[config.mk]
export PLATFORM = sky130hd
export DESIGN_NAME = d16_pipe_ctrl
export DESIGN_NICKNAME = d
export VERILOG_FILES = /design/src/rtl/d16_pkg.sv /design/src/rtl/d16_sat_cnt.sv /design/src/rtl/d16_pipe_ctrl.sv
export SDC_FILE = /design/constraint.sdc
export NUM_CORES = 1
export LEC_CHECK = 0
export CAP_MARGIN = 20
export CORE_ASPECT_RATIO = 1.5
export CORE_MARGIN = 3
export CORE_UTILIZATION = 44
export DETAILED_ROUTE_END_ITERATION = 12
export PLACE_DENSITY_LB_ADDON = 0.25
export RECOVER_POWER = 25
export SLEW_MARGIN = 30
export SYNTH_ARGS = -nofsm -noshare
export SYNTH_HDL_FRONTEND = slang
export SYNTH_HIERARCHICAL = 1
export SYNTH_SLANG_ARGS = --single-unit
[constraint.sdc]
create_clock -name sys_clk -period 2.7 [get_ports sys_clk]
set_input_delay 0.405 -clock sys_clk [delete_from_list [all_inputs] [get_ports sys_clk]]
set_output_delay 0.405 -clock sys_clk [all_outputs]
set_load 0.1 [all_outputs]
[src/rtl/d16_pkg.sv]
// rtl/d16_pkg.sv - shared FSM encoding and constants for the d16 pipeline controller
package d16_pkg;

  typedef enum logic [1:0] {
    ST_BOOT   = 2'd0,
    ST_RUN    = 2'd1,
    ST_DRAIN  = 2'd2,
    ST_HALTED = 2'd3
  } d16_state_t;

  // Byte distance between consecutive instructions.
  localparam int D16_STEP = 4;

endpackage

[src/rtl/d16_sat_cnt.sv]
// rtl/d16_sat_cnt.sv - saturating event counter with synchronous clear
module d16_sat_cnt #(
  parameter int CW = 16
) (
  input  logic          clk,
  input  logic          rst_n,
  input  logic          clear,
  input  logic          inc,
  output logic [CW-1:0] count
);

  // Count up on inc and stick at all-ones; clear takes precedence over inc.
  always_ff @(posedge clk or negedge rst_n) begin
    if (!rst_n) begin
      count <= '0;
    end else if (clear) begin
      count <= '0;
    end else if (inc && (count != {CW{1'b1}})) begin
      count <= count + CW'(1);
    end
  end

endmodule

[src/rtl/d16_pipe_ctrl.sv]
// rtl/d16_pipe_ctrl.sv - fetch/stall/redirect/drain control for a d16 instruction pipeline
module d16_pipe_ctrl
  import d16_pkg::*;
#(
  parameter int AW        = 16,
  parameter int STAGES    = 4,
  parameter int JMP_STAGE = 1,
  parameter int STEP      = D16_STEP,
  parameter int CW        = 16
) (
  input  logic              sys_clk,
  input  logic              sys_rst,
  output logic [AW-1:0]     ins_a,
  output logic              ins_req,
  input  logic              ins_ack,
  input  logic              data_stall,
  input  logic              hazard,
  input  logic              jmp_load,
  input  logic [AW-1:0]     jmp_adr,
  input  logic              halt,
  output logic [STAGES-1:0] stage_en,
  output logic [STAGES-1:0] stage_valid,
  output logic [AW-1:0]     ip,
  output logic              halted,
  output logic [CW-1:0]     stall_cnt,
  output logic [CW-1:0]     flush_cnt
);

  localparam logic [AW-1:0] STEP_A = AW'(STEP);

  d16_state_t        state;
  d16_state_t        next_state;
  logic              active;
  logic              redirect;
  logic              hazard_acc;
  logic              fetch;
  logic              stall_inc;
  logic [STAGES-1:0] valid_next;
  logic [AW-1:0]     ip_next;

  // Decide which event owns this cycle: data_stall, then redirect, then hazard.
  always_comb begin
    active     = (state == ST_RUN) || (state == ST_DRAIN);
    redirect   = active && !data_stall && jmp_load && stage_valid[JMP_STAGE];
    hazard_acc = active && !data_stall && !redirect && hazard;
    fetch      = (state == ST_RUN) && ins_ack;
    stall_inc  = data_stall || hazard_acc;
  end

  // Fetch address and register enables react to this cycle's inputs directly.
  always_comb begin
    ins_a    = redirect ? jmp_adr : ip;
    stage_en = '0;
    if (active && !data_stall) begin
      stage_en = '1;
      if (hazard_acc) begin
        stage_en[0] = 1'b0;
      end
    end
  end

  // Movement of valid bits and the sequential fetch pointer for this cycle.
  always_comb begin
    valid_next = stage_valid;
    ip_next    = ip;
    if (active && !data_stall) begin
      valid_next = {stage_valid[STAGES-2:0], fetch};
      if (redirect) begin
        valid_next[JMP_STAGE:0] = '0;
        ip_next                 = jmp_adr + STEP_A;
      end else if (hazard_acc) begin
        valid_next[0] = stage_valid[0];
        valid_next[1] = 1'b0;
      end else if (fetch) begin
        ip_next = ip + STEP_A;
      end
    end
  end

  // Next state; data_stall freezes the FSM, DRAIN ends once nothing valid remains.
  always_comb begin
    next_state = state;
    if (!data_stall) begin
      case (state)
        ST_BOOT:   next_state = ST_RUN;
        ST_RUN:    if (halt) next_state = ST_DRAIN;
        ST_DRAIN: begin
          if (!halt) begin
            next_state = ST_RUN;
          end else if (valid_next == '0) begin
            next_state = ST_HALTED;
          end
        end
        ST_HALTED: if (!halt) next_state = ST_RUN;
        default:   next_state = ST_BOOT;
      endcase
    end
  end

  // State, pointer, valid bits and status flags; flags are registered from next_state.
  always_ff @(posedge sys_clk or negedge sys_rst) begin
    if (!sys_rst) begin
      state       <= ST_BOOT;
      ip          <= '0;
      stage_valid <= '0;
      ins_req     <= 1'b0;
      halted      <= 1'b0;
    end else begin
      state       <= next_state;
      ip          <= ip_next;
      stage_valid <= valid_next;
      ins_req     <= (next_state == ST_RUN);
      halted      <= (next_state == ST_HALTED);
    end
  end

  d16_sat_cnt #(.CW(CW)) u_stall_cnt (
    .clk   (sys_clk),
    .rst_n (sys_rst),
    .clear (1'b0),
    .inc   (stall_inc),
    .count (stall_cnt)
  );

  d16_sat_cnt #(.CW(CW)) u_flush_cnt (
    .clk   (sys_clk),
    .rst_n (sys_rst),
    .clear (1'b0),
    .inc   (redirect),
    .count (flush_cnt)
  );

endmodule

---- After elaboration in Yosys (flattened, before gate mapping) ----
Cells that the tools add are included.
word-level totals
  bits in registers ....................... 56
  input bits .............................. 23
operators by class
  $add $sub $neg .......................... 4
  equal/unequal tests ..................... 8
  mux-type cells .......................... 15
  reductions and logical operators ........ 16
operator list
  operator                 count
  $mux W16                 4
  $add A16 B1 Y16 const B  2
  $add A16 B3 Y16 const B  2
  $ne A16 B16 Y1 const B   2
  $mux W2                  7
  $logic_and A1 B1 Y1      8
  $mux W4                  2
  $pmux W2 S4              1
  $eq A2 B2 Y1 const B     3
  $eq A2 B1 Y1 const B     2
  $logic_not A4 Y1         1
  $reduce_and A3 Y1        1
  $logic_not A1 Y1         2
  $logic_not A2 Y1         1
  $logic_or A1 B1 Y1       2
  $ne A2 B2 Y1 const B     1
  $reduce_bool A2 Y1       1
  $mux W1                  1

---- Depth between registers and ports, before layout ----
Gate-level depths: netlist (run 1).
  depth after elaboration ................. 17
  depth in mapped cells ................... 13
  gate-level depth less buffers ........... 10

---- Modules after synthesis ----
The synthesis (run 1) kept the hierarchy.
modules (own cells, without submodules)
  module         times used  cells each  area each (um^2)  seq. area each (um^2)
  d16_sat_cnt    2           98          942.2             400.4
  d16_pipe_ctrl  1           212         1,702.9           600.6

---- Worst setup path after synthesis (run 1) ----
No wires, ideal clock.
  kind .................................... register to register
  from .................................... register stage_valid[1]
  to ...................................... register ip[14]
  setup time .............................. 77 ps
  data arrival time ....................... 3,494 ps
  required time ........................... 2,623 ps
  path slack .............................. -871 ps
  cell stages (with the launch flop) ...... 12
  clock period less this slack ............ 3,571 ps
  cells stage by stage .................... dfrtp_1 nand4b_4 inv_2 buf_2 buf_2 nand2_1 nand2_1 ha_1 clkbuf_1 o221ai_1 xor2_1 o21ai_1
on the way
  word-level cells in the longest chain between the ends .. 6
  elaborated cells on any way between the ends .. 8
  those cells by class .................... 1 x eq/ne; 1 x mux; 6 x reduce/logical
ends and longest elaborated chain
  element                             RTL line              source
  start, declared                     d16_pipe_ctrl.sv:22   output logic [STAGES-1:0] stage_valid,
  start signal, assigned              d16_pipe_ctrl.sv:111  stage_valid <= valid_next;
  $logic_and A1 B1 Y1 *               d16_pipe_ctrl.sv:44   redirect = active && !data_stall && jmp_load && stage_valid[JMP_STAGE];
  named net redirect                  d16_pipe_ctrl.sv:34   logic redirect;
  $logic_not A1 Y1                    d16_pipe_ctrl.sv:45   hazard_acc = active && !data_stall && !redirect && hazard;
  $logic_and A1 B1 Y1 (2 in series)   d16_pipe_ctrl.sv:45
  $ne A2 B2 Y1 (no source line)       -
  $reduce_and A3 Y1 (no source line)  -
  end signal, assigned                d16_pipe_ctrl.sv:110  ip <= ip_next;
  end, declared                       d16_pipe_ctrl.sv:23   output logic [AW-1:0] ip,
Mark *: on every way through the listed nets, which the timed path passes. The rest lies on a longest branch.
A chain may end at the register's enable or synchronous reset.

---- Worst setup path after layout (run 1) ----
  from .................................... register state[1]
  to ...................................... output port ins_a[11]
on the way
  word-level cells in the longest chain between the ends .. 6
  elaborated cells on any way between the ends .. 7
  those cells by class .................... 2 x eq/ne; 1 x mux; 4 x reduce/logical
ends and longest elaborated chain
  element                                       RTL line              source
  start, declared                               d16_pipe_ctrl.sv:31   d16_state_t state;
  start signal, assigned                        d16_pipe_ctrl.sv:109  state <= next_state;
  $eq A2 B1 Y1 or $eq A2 B2 Y1 (tied branches)  d16_pipe_ctrl.sv:43   active = (state == ST_RUN) || (state == ST_DRAIN);
  $logic_or A1 B1 Y1 *                          d16_pipe_ctrl.sv:43
  $logic_and A1 B1 Y1 * (3 in series)           d16_pipe_ctrl.sv:44
  $mux W16 *                                    d16_pipe_ctrl.sv:52   ins_a = redirect ? jmp_adr : ip;
  end, declared                                 d16_pipe_ctrl.sv:13   output logic [AW-1:0] ins_a,
Every way passes the cells marked *; elsewhere a longest branch is shown, timed or not.

==> results by group, run 1 <==
Synthesis
  • Cell variety after synth: 63
  • Sequential share of the synthesized area: 39.07%
  • Number of synthesized flops with an enable pin: 0
  • Mean Syn Cell Area: approximately 9 um^2
  • Post-Syn Area: 3587 um^2
  • Ys Warns: 6
  • Most used DFF post-synth: dfrtp_1
  • Synth async-reset ratio: 100.0%
  • Post-Synthesis Cells: approximately 400
  • #FFs+latches synth: 56

Floorplanning
  • Die width: 79.73 um
  • Core area: 7759 um^2
  • Chip Height: 116.6 um
  • Initial Utilization: 46.23%
  • Top Ports: 97
  • Std cell rows: 39
  • Die area: around 9300 um^2

Worst setup path
  • Crit-path max FO: 18
  • CP endpoint kind: primary output
  • Reg2reg start: state[1]
  • Crit path to: ins_a[11]
  • R2R cell count: 10
  • Crit. Startpoint: state[1]
  • R2R setup slack: ~0.31 ns
  • RR Endpoint: ip[14]
  • Worst EP arrival: 2.19 ns
  • Startpoint types: register
  • Crit Path Class: reg -> out
  • WP data required: about 2.3 ns

Drt
  • Drt initial violations: 210
  • Via total after detailed routing: between 3000 and 4000
  • DRC viols: 0
  • Wirelength per Cell: 15.54 um
  • Post-Route WL: 9404 um
  • Vias per cell: 5.628
  • Drt first pass iters: 4
  • Final ANT Viol Nets: 0

Placement
  • Final Wtd Congestion: 0.8646
  • Placed Cells: 597
  • Dpl hpwl: 6890 um
  • Place WS: ~0.12 ns
  • Port Buffer Count: 96

Global routing
  • Gr ovfl total: 0
  • Largest net degree at the start of global routing: 57
  • Number of global-route vias before repair: 3300
  • Gr usage total: approximately a fifth
  • Global-route wire length before repair: ~16000 um
  • Initial antenna violation count: 0

Timing
  • Slew margin rel.: 6.424%
  • Fin worst setup slack: 0.1017 ns
  • Skew final: about 0.0035 ns
  • Final setup vio count: 0
  • Maximum clock frequency: 384.9 MHz
  • Final hold violations: 0
  • Fin crit share: 96.24%
  • Tmin final: 2.598 ns
  • Hold Slack: 0.5030 ns
  • Count of pins over their slew limit: 0
  • Slew @ Worst Pin: 1.404 ns

Layout
  • Non-Filler Instances: between 600 and 700
  • Ant diodes: 0
  • Fin nets: 534
  • Most frequent cells in the layout: 75 x nand2_1, 62 x buf_4, 54 x dfrtp_1
  • Layout area overhead: 36.94%
  • Fraction of layout cells with a size suffix above 1: 25.25%
  • Most common cell after layout, fill and taps aside: nand2_1

Power and ir drop
  • Combinational fraction of design power: 57.9%
  • Leakage: 2.223 nW
  • Flop pwr share: 24.7%
  • Power Dens Cells: about 860 nW/um^2
  • Clk pwr share: 17.4%
  • NetSw: 2.151 mW
  • Worst VDD drop: 0.9759 mV
  • Sw Share: 50.94%
  • Int Power: roughly 2.1 mW

Run
  • Maxcap violations: 0

Clock network
  • CTS H-tree depth: 2
  • Worst skew pair latency: around 0.29 ns
  • CTS sink count: 56
  • CTS Buf Count: 5
  • Max Root-Sink Buffers: 2
  • CTS root buf: clkbuf_16
  • Hold bufs inserted after CTS: 0
  • Reg clk slew, reported paths: 0.07 ns
  • CTS tree: built

Worst hold path
  • Hold crit path type: reg -> reg
  • Hold path depth: 2

Outcome
  • Outcome: finished clean
cells in the mapped netlist (3+ instances only):
master     n  area share (%)
o21ai_0    7            0.98
or4_1     11             2.3
mux2i_1    3            0.84
or4_2      4            0.98
o31ai_1   14             2.9
nor2_1    19             2.0
and3_1     5            0.87
nand3_1   17             2.4
nand2_1   77             8.1
nor4_1     9             1.6
o21ai_1   16             2.2
inv_1     10             1.0
ha_1       8             2.8
nor3_1     5            0.70
clkbuf_1  12             1.3
o21a_1     3            0.63
mux2_1     8             2.5
nand4_1   12             2.1
and4_2     4             1.1
xor2_1     7             1.7
a21oi_1   30             4.2
or3_1      4            0.70
dfrtp_1   56              39
nor2b_1    9             1.6
buf_6      4             1.3
critical path, stage by stage, from the launching register on:
cell and delay [ns]:
dfrtp_2 0.43, inv_1 0.11, ha_4 0.31, nand4b_4 0.13, inv_6 0.17, buf_4 0.17
mux2_2 0.39, buf_12 0.18
metrics by stage:
stage               power, mW  setup TNS, ns  area [um^2]  util (%)
floorplan               2.785              0         3642         -
global placement        3.439              0         4732     60.99
detailed placement      3.466              0         4732     60.99
CTS                     4.243              0         4907     63.25
global route            4.396      -0.007038         4912     63.31
finish                  4.222              0         4912     63.31
logic make-up (layout without fill, tap and decap cells):
family | Yosys count | count (layout) | synth area share, %
xor gates and xnor gates | 8 | 8 | 1.953
DFF | 56 | 56 | 39.07
AOI/OAI and AO/OA | 91 | 91 | 16.43
and+or+nand+nor | 197 | 197 | 30.69
adders and majority gates | 8 | 8 | 2.790
buffers and inverters | 33 | 125 | 4.569
other | 1 | 4 | 0.1045
muxes | 14 | 14 | 4.395
sequential cells by signal, summed over array words and instances (netlist names):
register	count
stage_valid	4
u_flush_cnt/count	16
state	2
ip	16
u_stall_cnt/count	16
ins_req	1
halted	1
how the worst min path moves through the flow:
stage | slack [ns] | from | to
floorplan | 0.11 | sys_rst | halted
global placement | 0.48 | ip[1] | ip[1]
detailed placement | 0.49 | ip[1] | ip[1]
CTS | 0.28 | sys_rst | u_flush_cnt/count[0]
global route | 0.52 | ip[1] | ip[1]
finish | 0.50 | ip[0] | ip[0]
layout make-up:
| cell class | count | area [um^2] |
|---|---|---|
| Sequential cell | 56 | 1404 |
| Clock inverter | 1 | 30.03 |
| Fill cell | 658 | 2846 |
| Timing Repair Buffer | 105 | 1086 |
| Multi-Input combinational cell | 322 | 2081 |
| Tap cell | 102 | 127.6 |
| Inverter | 13 | 55.05 |
| Clock buffer | 6 | 128.9 |
metal layers:
| metal | GRT usage [%] | vias to the layer above | part of all wire (%) |
|---|---|---|---|
| met4 | 5.275 | 0 | 1.1 |
| li1 | - | 1680 | - |
| met2 | 38.87 | 95 | 53 |
| met1 | 25.00 | 1622 | 40 |
| met5 | 0 | - | 0 |
| met3 | 3.549 | 8 | 5.3 |
power by group through the flow:
stage / Clock [mW] / Sequential [mW] / Combinational (mW)
6_report: 0.733 / 1.04 / 2.45
3_3_place_gp: 0 / 1.06 / 2.38
5_1_grt: 0.782 / 1.06 / 2.55
3_5_place_dp: 0 / 1.07 / 2.40
2_1_floorplan: 0 / 1.66 / 1.13
4_1_cts: 0.755 / 1.05 / 2.44
repair_timing:
| item | in CTS | in global routing |
|---|---|---|
| buffers inserted | 0 | 1 |
| gates cloned | 0 | 0 |
| resized for setup | 3 | 0 |
| setup endpoints to repair | 1 | 1 |
(Power assumes the default switching activity.)
==> run 2: changes to the inputs <==
--- a/config.mk
+++ b/config.mk
@@ -6,7 +6,6 @@
 export NUM_CORES = 1
 export LEC_CHECK = 0
-export CAP_MARGIN = 20
+export CAP_MARGIN = 10
 export CORE_ASPECT_RATIO = 1.5
-export CORE_MARGIN = 3
 export CORE_UTILIZATION = 44
 export DETAILED_ROUTE_END_ITERATION = 12
==> constraint.sdc (replaced) <==
create_clock -name sys_clk -period 2.7 [get_ports sys_clk]
set_input_delay 0.54 -clock sys_clk [delete_from_list [all_inputs] [get_ports sys_clk]]
set_output_delay 0.54 -clock sys_clk [all_outputs]
set_load 0.1 [all_outputs]
==> run 2 against run 1 <==
Net effect: clock power is 1% lower; die area shrank 8.3%; sequential power is essentially flat; final area is 1.6% higher; fmax up 0.98%; flip-flop and latch count is the same; clock-buffer cell count unchanged; critical path type unchanged; largest power group unchanged; worst setup slack gained 0.025 ns.
==> results by group, run 2 (synthesis gave the netlist of run 1 again) <==
Outcome
  • Outcome: finished clean

Clock network
  • Reg clk slew, reported paths: 0.07 ns
  • CTS tree: built
  • CTS root buf: clkbuf_16
  • Hold bufs inserted after CTS: 0
  • CTS H-tree depth: 2
  • CTS Buf Count: 5
  • CTS sink count: 56
  • Worst skew pair latency: 0.29 ns
  • Max Root-Sink Buffers: 2

Placement
  • Dpl hpwl: 7141 um
  • Place WS: -0.1083 ns
  • Port Buffer Count: between 90 and 100
  • Placed Cells: just over 600
  • Final Wtd Congestion: about 0.8
  • Cell Area, Placed: around 4800 um^2

Floorplanning
  • Die width: 75.73 um
  • Die area: 8526 um^2
  • Chip Height: 112.6 um
  • Core area: 7958 um^2
  • Std cell rows: 40
  • Top Ports: 97
  • Initial Utilization: 45.08%

Worst hold path
  • Hold path depth: 2
  • Hold crit path type: reg -> reg
  • HP Start: ip[0]

Worst setup path
  • Startpoint types: register
  • WP data required: 2.16 ns
  • Crit-path max FO: 19
  • CP endpoint kind: primary output
  • Worst EP arrival: 2.03 ns
  • Crit-path slowest cell: dfrtp_2
  • Crit-path cells: inv_1 -> ha_4 -> nand4b_4 -> buf_6 -> and2_4 -> a21o_2 -> buf_12
  • CP max stage delay: 0.42 ns
  • Crit. Startpoint: state[1]
  • R2R cell count: 8
  • Reg2reg start: state[1]
  • Crit Path Class: reg -> out

Power and ir drop
  • NetSw: 2.157 mW
  • Clk pwr share: between 15 and 20%
  • Tot Pwr: 4.259 mW
  • Leakage: about 2.3 nW
  • Sw Share: approximately 50%
  • Int Power: 2.102 mW
  • Flop pwr share: 24.7%
  • Power Dens Cells: 853.5 nW/um^2
  • Combinational fraction of design power: between 50% and 60%
  • Worst VDD drop: between 0.7 and 0.8 mV

Timing
  • Fin worst setup slack: 0.1269 ns
  • Skew final: ~0.0028 ns
  • Final hold violations: 0
  • Fin crit share: 95.30%
  • Slew @ Worst Pin: ~1.4 ns
  • Setup TNS: 0 ns
  • Count of pins over their slew limit: 0
  • Final setup vio count: 0
  • Maximum clock frequency: 388.6 MHz
  • RSZ-0062 raised after global routing: false
  • Tmin final: approximately 2.6 ns
  • Slew margin rel.: 5.432%
  • Hold Slack: 0.5179 ns

Layout
  • Most frequent cells in the layout: 71 x nand2_1, 68 x buf_4, 53 x dfrtp_1
  • Design area: 4990 um^2
  • Layout area overhead: 39.10%
  • Fraction of layout cells with a size suffix above 1: 27.20%
  • Ant diodes: 0
  • Fin nets: 542
  • Biggest regs: ip (16), u_flush_cnt/count (16), u_stall_cnt/count (16)
  • Non-Filler Instances: ~600
  • Most common cell after layout, fill and taps aside: nand2_1
  • Final Core Density: 62.70%

Run
  • Maxcap violations: 0

Global routing
  • Largest net degree at the start of global routing: 26
  • Gr ovfl total: 0
  • Initial antenna violation count: 0
  • Number of global-route vias before repair: 3380
  • Gr usage total: a little under a quarter
  • Global-route wire length before repair: 15480 um

Drt
  • Vias per cell: approximately 5.7
  • Drt initial violations: approximately 210
  • Final ANT Viol Nets: 0
  • Wirelength per Cell: 15.63 um
  • DRC viols: 0
  • Drt first pass iters: 4
  • Post-Route WL: just under 10000 um
  • Via total after detailed routing: approximately 3500
-- run 2: cell count changes in the layout (fill, tap and decap cells not counted), sizes merged --
cell and delta:
clkbuf +2, buf +6
-- run 2: per-layer routing --
metal | wire (um) | up-vias | GRT usage [%]
met5 | 0 | - | 0
met4 | 134 | 0 | 6.914
met3 | 457 | 12 | 4.129
met2 | 5176 | 110 | 42.56
met1 | 3858 | 1670 | 26.88
li1 | - | 1699 | -
-- run 2: critical path: cells and delay by family (launching register included) --
kind | cells | cell delay, ns
flops | 1 | 0.42
buf+inv | 3 | 0.47
fa+ha+maj | 1 | 0.31
compound gates | 1 | 0.20
simple gates | 2 | 0.33
-- run 2: timing repair --
action,in CTS,in global routing
resized for setup,3,5
setup buffers,0,1
pin swaps,0,0
setup endpoints to repair,10,9
-- run 2: power by group through the flow --
stage | Combinational, mW | Clock (mW) | Sequential, mW
global route | 2.59 | 0.771 | 1.07
finish | 2.48 | 0.723 | 1.05
detailed placement | 2.44 | 0 | 1.07
floorplan | 1.14 | 0 | 1.66
global placement | 2.42 | 0 | 1.06
CTS | 2.45 | 0.737 | 1.05
-- run 2: path summary, 6_finish.rpt --
| kind | end | slack, ns |
|---|---|---|
| max reg2reg | u_flush_cnt/count[12] | 0.35 |
| min | ip[0] | 0.52 |
| max | ins_a[9] | 0.13 |
| max in group asynchronous | state[0] | 0.69 |
| min in group asynchronous | u_flush_cnt/count[10] | 0.56 |
| min reg2reg | ip[0] | 0.52 |
-- run 2: final cells by class --
| cell class | instances | area, um^2 |
|---|---|---|
| Clock buffer | 6 | 128.9 |
| Clock inverter | 1 | 30.03 |
| Fill cell | 684 | 2968 |
| Inverter | 13 | 57.56 |
| Multi-Input combinational cell | 322 | 2092 |
| Sequential cell | 56 | 1405 |
| Tap cell | 105 | 131.4 |
| Timing Repair Buffer | 113 | 1145 |
==> run 3: changes to the inputs <==
- PLACE_DENSITY: default -> 0.75
- PLACE_DENSITY_LB_ADDON: 0.25 -> default
==> run 3 against run 2 <==
Net effect: global-route usage grew 1.0 points; die area is the same; combinational power is essentially flat; via count grew 1.0%.
==> results by group, run 3 (synthesis gave the netlist of run 1 again) <==
Floorplanning
  • Die area: 8526 um^2
  • Core area: 7958 um^2
  • Initial Utilization: between 40% and 50%
  • Chip Height: around 110 um
  • Die width: 75.73 um
  • Top Ports: 97
  • Std cell rows: 40

Worst setup path
  • Worst EP arrival: 2.04 ns
  • CP endpoint kind: primary output
  • Crit Path Class: in -> out
  • R2R setup slack: between 0.3 and 0.4 ns
  • RR Endpoint: u_flush_cnt/count[3]
  • R2R cell count: 8
  • Startpoint types: input port
  • Reg2reg start: state[1]
  • WP data required: 2.16 ns
  • Crit-path max FO: 21

Power and ir drop
  • Power Dens Cells: 859.0 nW/um^2
  • Leakage: 2.278 nW
  • Worst VDD drop: 0.8752 mV
  • Sw Share: 50.60%
  • Clk pwr share: 17.5%
  • Combinational fraction of design power: 58.3%
  • Flop pwr share: 24.2%
  • NetSw: between 2 and 2.5 mW
  • Int Power: 2.131 mW

Global routing
  • Global-route wire length before repair: 16060 um
  • Gr ovfl total: 0
  • Initial antenna violation count: 0
  • Largest net degree at the start of global routing: 33
  • Gr usage total: between 20 and 25%
  • Number of global-route vias before repair: 3459

Placement
  • Port Buffer Count: 96
  • Final Wtd Congestion: about 0.85
  • Dpl hpwl: 7321 um
  • Cell Area, Placed: 4830 um^2
  • Placed Cells: 608

Drt
  • Wirelength per Cell: 15.81 um
  • Via total after detailed routing: 3527
  • Final ANT Viol Nets: 0
  • Drt initial violations: 265
  • Post-Route WL: 9784 um
  • Vias per cell: 5.698
  • Drt first pass iters: 6
  • DRC viols: 0

Layout
  • Biggest regs: ip (16), u_flush_cnt/count (16), u_stall_cnt/count (16)
  • Non-Filler Instances: 619
  • Design area: 5021 um^2
  • Fin nets: between 500 and 600
  • # fillers: 680
  • Ant diodes: 0
  • Most frequent cells in the layout: 71 x nand2_1, 71 x buf_4, 54 x dfrtp_1
  • Layout area overhead: 39.97%
  • Fraction of layout cells with a size suffix above 1: between 20% and 30%

Timing
  • Final hold violations: 0
  • Slew @ Worst Pin: 1.394 ns
  • Maximum clock frequency: just under 400 MHz
  • RSZ-0062 raised after global routing: false
  • Count of pins over their slew limit: 0
  • Skew final: between 0.008 and 0.009 ns
  • Tmin final: 2.576 ns
  • Fin crit share: 95.40%
  • Slew margin rel.: 7.099%
  • Final setup vio count: 0

Worst hold path
  • HP Start: stage_valid[3]
  • Hold path depth: 2
  • Endpoint, Worst Hold: stage_valid[3]
  • Hold crit path type: reg -> reg

Clock network
  • Hold bufs inserted after CTS: 0
  • CTS H-tree depth: 2
  • Worst skew pair latency: 0.30 ns
  • Reg clk slew, reported paths: 0.07 ns
  • Max Root-Sink Buffers: 2
  • CTS root buf: clkbuf_16
  • CTS sink count: between 50 and 60
  • CTS tree: built
  • CTS Buf Count: 5

Outcome
  • Outcome: finished clean

Run
  • Maxcap violations: 0
==> run 3: cell count changes in the layout (fill, tap and decap cells not counted), sizes merged <==
cell | before | now
buf | 89 | 92
inv | 12 | 13
clkinv | 1 | 2
clkbuf | 9 | 7
==> run 3: layout make-up <==
| type | count | area, um^2 | area share [%] |
|---|---|---|---|
| tap | 105 | 131.4 | 2.616 |
| sequential | 56 | 1404 | 27.96 |
| inverter | 13 | 50.05 | 0.9968 |
| multi-input combinational | 322 | 2092 | 41.66 |
| clock buffer | 5 | 125.1 | 2.492 |
| clock inverter | 3 | 46.29 | 0.9220 |
| timing repair buffer | 115 | 1172 | 23.35 |
==> run 3: what timing repair did <==
item / CTS / global route
setup endpoints to repair: 7 / 8
resized for setup: 2 / 1
buffers inserted: 1 / 2
==> run 3: per-stage QoR <==
stage	setup TNS [ns]	worst slack, ns	hold slack [ns]	utilization [%]	total power [mW]
finish	0	0.1243	0.5161	63.10	4.313
global route	0	0.05199	0.5490	63.10	4.499
CTS	0	0.01316	0.2721	62.99	4.302
detailed placement	0	0.04823	0.5008	60.69	3.514
global placement	0	0.08561	0.4905	60.69	3.481
floorplan	-0.1178	-0.04981	0.2444	-	2.795
==> run 3: layer usage <==
| layer | GRT usage, % | part of all wire [%] | vias up |
|---|---|---|---|
| li1 | - | - | 1708 |
| met1 | 26.75 | 38 | 1712 |
| met2 | 44.46 | 55 | 94 |
| met3 | 4.488 | 4.5 | 13 |
| met4 | 9.753 | 2.4 | 0 |
| met5 | 0 | 0 | - |
==> run 3: power by group through the flow <==
| stage | sequential, mW | clock, mW | combinational, mW |
|---|---|---|---|
| after global routing | 1.06 | 0.817 | 2.62 |
| after global placement | 1.06 | 0 | 2.42 |
| after floorplan | 1.66 | 0 | 1.14 |
| final | 1.04 | 0.756 | 2.51 |
| after detailed placement | 1.07 | 0 | 2.44 |
| after CTS | 1.05 | 0.777 | 2.48 |
==> run 3: worst max path at each step <==
stage                  start              endpoint  slack, ns
detailed placement  jmp_load  u_flush_cnt/count[3]       0.05
floorplan           state[1]                ip[14]      -0.05
global placement    jmp_load  u_flush_cnt/count[3]       0.09
global route        state[1]              ins_a[7]       0.05
CTS                 state[1]              ins_a[7]       0.01
finish              jmp_load              ins_a[7]       0.12
==> run 3: critical path, cell delays in order <==
cell and delay, ns:
clkdlybuf4s50_1 0.54, nand4b_4 0.13, inv_2 0.08, buf_12 0.16
mux2_2 0.40, buf_12 0.18
